## config.mk

```make
export PLATFORM = sky130hd
export DESIGN_NAME = lz_word_serializer
export DESIGN_NICKNAME = d
export VERILOG_FILES = /design/src/rtl/lz_word_serializer_pkg.sv /design/src/rtl/lz_word_serializer_form.sv /design/src/rtl/lz_word_serializer.sv
export SDC_FILE = /design/constraint.sdc
export NUM_CORES = 1
export LEC_CHECK = 0
export CORE_ASPECT_RATIO = 1.2
export CORE_MARGIN = 2
export CORE_UTILIZATION = 40
export DETAILED_ROUTE_END_ITERATION = 8
export PLACE_DENSITY = 0.67
export SYNTH_ARGS = -nofsm -noshare
export SYNTH_HDL_FRONTEND = slang
export SYNTH_SLANG_ARGS = --single-unit
```

## constraint.sdc

```tcl
create_clock -name clk -period 5 [get_ports clk]
set_input_delay 0.75 -clock clk [delete_from_list [all_inputs] [get_ports clk]]
set_output_delay 0.75 -clock clk [all_outputs]
set_load 0.01 [all_outputs]
```

## src/rtl/lz_word_serializer_pkg.sv

```systemverilog
// Shared types and helpers for the leading-zero word serializer.
// State encodings, count-field width derivation and the count clamp live here.
package lz_word_serializer_pkg;

    typedef enum logic {
        IDLE = 1'b0,
        SEND = 1'b1
    } state_t;

    function automatic int cw_of(input int l);
        return $clog2(l) + 1;
    endfunction

    function automatic int min_sat(input int z, input int l);
        return (z > l) ? l : z;
    endfunction

endpackage

```

## src/rtl/lz_word_serializer_form.sv

```systemverilog
// Combinational word former: z leading zeros, a marker 1, then payload[len-1:1].
// Also reports the clamped count and whether the request exceeded len.
module lzw_form
    import lz_word_serializer_pkg::*;
#(
    parameter int len = 4,
    localparam int CW = cw_of(len)
) (
    input  logic [CW-1:0]  z,
    input  logic [len-1:0] payload,
    output logic [len-1:0] word,
    output logic [CW-1:0]  zs,
    output logic           sat
);

    logic [len-1:0] marked;
    logic           unused_payload_lsb;

    assign unused_payload_lsb = payload[0];
    assign marked = {1'b1, payload[len-1:1]};
    assign zs     = CW'(min_sat(int'(z), len));
    assign sat    = int'(z) > len;

    // A shift by len pushes the marker out entirely, giving the all-zero word.
    assign word   = marked >> zs;

endmodule

```

## src/rtl/lz_word_serializer.sv

```systemverilog
// Serialises a word with a requested number of leading zeros, MSB first.
// Optional self-check of the formed word is enabled with LZW_SELF_CHECK_EN.
module lz_word_serializer
    import lz_word_serializer_pkg::*;
#(
    parameter int len = 4,
    localparam int CW = cw_of(len)
) (
    input  logic           clk,
    input  logic           rst,
    input  logic           in_valid,
    output logic           in_ready,
    input  logic [CW-1:0]  in_z,
    input  logic [len-1:0] in_payload,
    output logic           out_valid,
    input  logic           out_ready,
    output logic           out_bit,
    output logic           out_last,
    output logic [len-1:0] word,
`ifdef LZW_SELF_CHECK_EN
    output logic           chk_err,
`endif
    output logic           sat
);

    state_t         state;
    state_t         next_state;
    logic [len-1:0] sreg;
    logic [CW-1:0]  cnt;
    logic [len-1:0] form_word;
    logic [CW-1:0]  form_zs;
    logic           form_sat;
    logic           accept;
    logic           last_hs;

    lzw_form #(.len(len)) u_form (
        .z       (in_z),
        .payload (in_payload),
        .word    (form_word),
        .zs      (form_zs),
        .sat     (form_sat)
    );

    assign last_hs = out_ready && (cnt == '0);
    assign accept  = in_valid && in_ready;

    always_ff @(posedge clk or posedge rst) begin
        if (rst) begin
            state <= IDLE;
        end else begin
            state <= next_state;
        end
    end

    // A request taken on the last-bit handshake keeps us in SEND with no bubble.
    always_comb begin
        next_state = state;
        in_ready   = 1'b0;
        out_valid  = 1'b0;
        out_bit    = 1'b0;
        out_last   = 1'b0;
        case (state)
            IDLE: begin
                in_ready = !rst;
                if (in_valid && !rst) begin
                    next_state = SEND;
                end
            end
            SEND: begin
                out_valid = 1'b1;
                out_bit   = sreg[len-1];
                out_last  = (cnt == '0);
                in_ready  = !rst && last_hs;
                if (last_hs && !in_valid) begin
                    next_state = IDLE;
                end
            end
            default: next_state = IDLE;
        endcase
    end

    always_ff @(posedge clk or posedge rst) begin
        if (rst) begin
            sreg <= '0;
            cnt  <= '0;
            word <= '0;
            sat  <= 1'b0;
        end else begin
            sat <= accept && form_sat;
            if (accept) begin
                sreg <= form_word;
                word <= form_word;
                cnt  <= CW'(len - 1);
            end else if (state == SEND && out_ready && cnt != '0) begin
                sreg <= {sreg[len-2:0], 1'b0};
                cnt  <= cnt - CW'(1);
            end
        end
    end

`ifdef LZW_SELF_CHECK_EN
    logic [CW-1:0] zs_q;
    logic          chk_pend;
    logic [CW-1:0] recount;

    always_ff @(posedge clk or posedge rst) begin
        if (rst) begin
            zs_q     <= '0;
            chk_pend <= 1'b0;
        end else begin
            chk_pend <= accept;
            if (accept) begin
                zs_q <= form_zs;
            end
        end
    end

    // Ascending scan so the highest set bit is the last one to win.
    always_comb begin
        recount = CW'(len);
        for (int i = 0; i < len; i++) begin
            if (word[i]) begin
                recount = CW'(len - 1 - i);
            end
        end
    end

    assign chk_err = chk_pend && (recount != zs_q);
`else
    logic [CW-1:0] unused_form_zs;
    assign unused_form_zs = form_zs;
`endif

endmodule

```

; After elaboration in Yosys (flattened, before gate mapping)
; Index checks and enable logic that the tools add are counted.
[op_classes]
add_sub_neg = 1
magnitude_cmp = 1
shift = 1
muxes = 12
n_bitwise = 1
reduce_logical = 13
[ops]
columns = cell, count
row1 = 3-bit 2-to-1 mux, 3
row2 = 1-bit logical AND, 8
row3 = 4-bit 2-to-1 mux, 2
row4 = 1-bit 2-to-1 mux, 5
row5 = 1-bit case mux with 2 select lines, 2
row6 = 4-bit by 3-bit right shift with 4-bit output, 1
row7 = 3-bit greater-than comparator (second input constant), 1
row8 = 3-bit logical NOT, 1
row9 = 3-bit nonzero test, 1
row10 = 3-bit by 1-bit subtractor with 3-bit output (second input constant), 1
row11 = 1-bit logical NOT, 2
row12 = 2-bit nonzero test, 1
row13 = 1-bit NOT, 1
[totals]
reg_bits = 13
inputBits = 11
out_inout_bits = 9
wordCells = 34

; Depth between registers and ports, before layout
[depth]
depth_word = 6
mapped_depth = 7
mapped_depth_nobuf = 6

; Modules after synthesis
; Synthesis repeated with hierarchy kept, for this count alone.
[unflattened]
hier_cells = 65
area_unflattened_um2 = 714.4
[by_module_without_submodules]
columns = mod, n_inst, cells_per_inst, area_each_um2, seq_area_each_um2
row1 = lz_word_serializer, 1, 50, 623.1, 325.3
row2 = lzw_form, 1, 15, 91.3, 0.0

; Worst setup path after synthesis
; Ideal clock, no wire load.
[synth_timing]
path_kind = input -> output
start = in out_ready
end = out in_ready
arrival_time_ps = 1027
required_time_ps = 4250
setup_slack_ps = 3223
cell_stages = 2
n_path_buf = 0
cell_sequence = nand2_1 -> a21oi_1
[synth_between]
elab_chain_cells = 3
[synth_lines]
columns = element, line_no
row1 = from (decl), lz_word_serializer.sv:16  ; input logic out_ready,
row2 = 1-bit logical AND, lz_word_serializer.sv:44  ; assign last_hs = out_ready && (cnt == '0);
row3 = 1-bit logical AND, lz_word_serializer.sv:73  ; in_ready = !rst && last_hs;
row4 = 1-bit case mux with 2 select lines, lz_word_serializer.sv:62  ; case (state)
row5 = to (decl), lz_word_serializer.sv:12  ; output logic in_ready,
; No other way between the ends.

; Worst setup path in the final report
; Ends and elaborated chain as after synthesis.

==> flow_results.org <==
** Clock tree
- The number of hold buffers added after CTS was 0.
- The cell sitting at the root of the clock tree is a sky130_fd_sc_hd__clkbuf_4.
- Clock Path Buffers :: 2
- Clock net sink count :: 13
- Post-CTS repair changed the size of 0 cells.
- Setup repair bufs after CTS :: 0
- Clock transition time at the flip-flop clock pins of the worst setup and hold paths :: 80 ps
- TritonCTS clock tree :: yes
- Maximum level of the CTS H-tree :: 1
- In this run, CTS created clock tree buffers numbering 3.
- Worst-Skew Late Latency :: 280 ps

** Worst setup path
- The worst setup path is of the input port to primary output kind.
- Kind of capture point of the worst setup path :: primary output
- Walking the worst path, the cells encountered are clkdlybuf4s50_1 -> nand2_1 -> a21oi_1 -> clkdlybuf4s50_1.
- The slowest stage of the critical path is the sky130_fd_sc_hd__clkdlybuf4s50_1 cell.
- Largest stage delay, worst path :: 550 ps
- Reg2Reg Capture Point :: sreg[3]
- Most used cell, CP :: sky130_fd_sc_hd__clkdlybuf4s50_1
- In this run the critical register-to-register path is launched from cnt[0].
- Critical path required time :: 4250 ps
- Kind of start point of the critical path :: input port
- Register-to-register path setup slack :: 3160 ps
- Crit Path Max Fanout :: 3
- Critical Path AT :: 2040 ps
- The worst register-to-register path has a depth of 6.

** STA
- Setup violations remaining at the end of the flow were counted as 0.
- In the finished design, the share of the clock period the worst path needs comes to 55.8%.
- Final critical delay including setup and external delays :: ~2800 ps
- For the pin with the worst max-slew slack, the measured transition is 503 ps.
- Derived from the worst setup path, the maximum achievable clock frequency is 359 MHz.
- The final-report max-slew violation count came to 0.
- Final-report hold violation count :: 0
- Final hold slack :: approximately 500 ps
- After routing, the total negative slack on setup checks comes to 0 ps.
- Setup repair after global routing left no endpoint under its margin.
- For the final database, setup skew stands at 5.51 ps.
- Headroom to the max-slew limit came out at 66.4%.

** Worst hold path
- For hold timing, the worst endpoint is word[0].
- The worst hold path begins at word[0].
- Number of instances on the worst hold path :: 1
- Worst min-delay path class :: flip-flop to flip-flop

** Die
- Initial standard-cell utilization of the core :: 42.4%
- Site Rows :: 16
- DIE WIDTH :: about 42 um
- Die height :: 49.7 um
- The die covers 0.00209 mm2.
- Number of top-level pins :: 20
- Floorplan core area :: ~0.0016 mm2

** Synth
- Post-Syn Area per Cell :: approximately 11 um2
- The biggest area contributor in the post-synthesis netlist is sky130_fd_sc_hd__dfrtp_1.
- Number of instances in the synthesized netlist :: between 60 and 70
- Mapped cell area :: 696 um2
- Library cells used by synthesis :: 27
- Of the synthesized area, sequential elements account for 46.8%.
- Sorting the synthesized cells by area gives the leading types as sky130_fd_sc_hd__dfrtp_1 47%, sky130_fd_sc_hd__mux2i_1 8.6%, sky130_fd_sc_hd__mux2_4 6.5%.
- The Yosys step of the flow raised 0 warnings.
- Number of nets in the synthesized netlist :: 77
- Share of Yosys cell area claimed by the top area cell type :: ~47%
- Synthesis inferred 13 register bits.

** Route
- WL per Instance :: 12.1 um
- After detailed routing, the number of vias per cell comes to 4.99.
- Aggregate routed wire length :: 1250 um
- DRT antenna net count :: 0
- The first detailed-routing pass ran for 4 iterations.
- Violation count after the first detailed-route iteration :: 5
- After detailed routing, the number of remaining DRC violations is 0.
- Detailed-route via count :: 514

** Global routing
- Antenna violations before repair :: 0
- Entering global routing, the biggest net connects 14 pins.
- Number of global-route vias before repair :: 558
- First-pass GRT wire length :: 2340 um
- Global routing finished with a remaining overflow of 0.
- Combined global-route utilization of all metal layers :: between 15 and 20%

** Placement
- DP HPWL :: 959 um
- During placement, the flow inserted port buffers numbering 18.
- Gp weighted congestion :: 0.683

** Pwr
- PD cells :: between 400 and 500 mW/mm2
- Leak pwr :: 0.423 nW
- Largest voltage drop on the vdd net :: roughly 0.00022 V

** Finish
- From synthesis to final layout, the design area changed by 31.3%.
- Ant. Diodes :: 0
- Ratio of cells with drive above 1 in the final layout :: 14.1%
- Number of nets in the layout :: between 90 and 100

** Run
- Across the run, the number of max-cap violations was 0.

** Outcome
- The flow ran to the end, and the final reports show no timing, DRC or antenna violations.
synthesized netlist by cell type:
library cell / instances
sky130_fd_sc_hd__mux2i_1: 6
sky130_fd_sc_hd__o2bb2ai_1: 1
sky130_fd_sc_hd__xnor2_1: 1
sky130_fd_sc_hd__a21oi_1: 3
sky130_fd_sc_hd__inv_1: 6
sky130_fd_sc_hd__or3b_2: 1
sky130_fd_sc_hd__ha_1: 2
sky130_fd_sc_hd__buf_6: 1
sky130_fd_sc_hd__mux2_4: 3
sky130_fd_sc_hd__nand4b_1: 1
sky130_fd_sc_hd__nand3b_2: 1
sky130_fd_sc_hd__or2_2: 2
sky130_fd_sc_hd__a211o_1: 1
sky130_fd_sc_hd__nand2_1: 6
sky130_fd_sc_hd__nand2b_1: 1
sky130_fd_sc_hd__o211ai_1: 1
sky130_fd_sc_hd__and2_1: 2
sky130_fd_sc_hd__o22a_1: 1
sky130_fd_sc_hd__and2_2: 1
sky130_fd_sc_hd__o22ai_1: 1
sky130_fd_sc_hd__or3b_1: 1
sky130_fd_sc_hd__o21ai_0: 2
sky130_fd_sc_hd__nor3_1: 2
sky130_fd_sc_hd__dfrtp_1: 13
sky130_fd_sc_hd__a21bo_2: 1
sky130_fd_sc_hd__nor2b_1: 1
sky130_fd_sc_hd__nor2_1: 2
power by group:
group	switching [mW]	internal (mW)	total [mW]
combinational	0.0860	0.128	0.214
sequential	0.0238	0.149	0.173
clock	0.0362	0.0310	0.0672
total	0.146	0.308	0.454
sequential cells by signal, summed over array words and instances, names as in the netlist:
register / count
cnt: 3
word: 4
sreg: 4
sat: 1
state: 1
metrics by stage:
stage          setup slack, ps  area, um2  util [%]  power (mW)  cells
5_1_grt                   2150        913      55.6       0.496    103
4_1_cts                   2200        913      55.6       0.462    103
2_1_floorplan             3220        696         -       0.308     64
3_5_place_dp              2200        887      54.0       0.393     99
3_3_place_gp              2210        887      54.0       0.388     99
6_report                  2210        913      55.6       0.454    103
critical path: cells and delay by family:
kind	cells	cell delay (ps)
buffers and inverters	2	1060
and+or+nand+nor	1	80
AOI/OAI and AO/OA	1	140
placed cells by master (no fill, tap or decap), types with 2 or more instances in the layout:
| cell type | instances |
|---|---|
| sky130_fd_sc_hd__a21oi_1 | 3 |
| sky130_fd_sc_hd__and2_1 | 2 |
| sky130_fd_sc_hd__clkbuf_4 | 3 |
| sky130_fd_sc_hd__clkdlybuf4s50_1 | 18 |
| sky130_fd_sc_hd__dfrtp_1 | 13 |
| sky130_fd_sc_hd__ha_1 | 2 |
| sky130_fd_sc_hd__inv_1 | 6 |
| sky130_fd_sc_hd__mux2_4 | 3 |
| sky130_fd_sc_hd__mux2i_1 | 6 |
| sky130_fd_sc_hd__nand2_1 | 6 |
| sky130_fd_sc_hd__nor2_1 | 2 |
| sky130_fd_sc_hd__nor3_1 | 2 |
| sky130_fd_sc_hd__o21ai_0 | 2 |
| sky130_fd_sc_hd__or2_2 | 2 |
area by class of cell:
cell class / instances / area, um2
Multi-Input combinational cell: 44 / 337
Sequential cell: 13 / 325
Tap cell: 18 / 22.5
Fill cell: 156 / 728
Clock buffer: 4 / 26.3
Timing Repair Buffer: 18 / 180
Inverter: 6 / 22.5
worst max path at each step:
stage               slack [ps]       end  startpoint
floorplan                 3220  in_ready   out_ready
global placement          2210  in_ready   out_ready
detailed placement        2200  in_ready   out_ready
CTS                       2200  in_ready   out_ready
global route              2150  in_ready   out_ready
finish                    2210  in_ready   out_ready
cells by family (layout without fill, tap and decap cells):
kind of cell | after synthesis | count (layout) | share of synthesized area (%)
AOI/OAI and AO/OA | 11 | 11 | 10.8
xor gates and xnor gates | 1 | 1 | 1.26
adders and majority gates | 2 | 2 | 3.60
buffers and inverters | 7 | 28 | 4.86
DFF | 13 | 13 | 46.8
muxes | 9 | 9 | 15.1
and+or+nand+nor | 21 | 21 | 17.6
metal layers:
metal,wire length [um],track usage [%]
met1,564,16.6
met2,588,25.0
met3,44,3.30
met4,51,14.1
met5,0,0
Note: power is estimated with default switching activity, not from simulation.
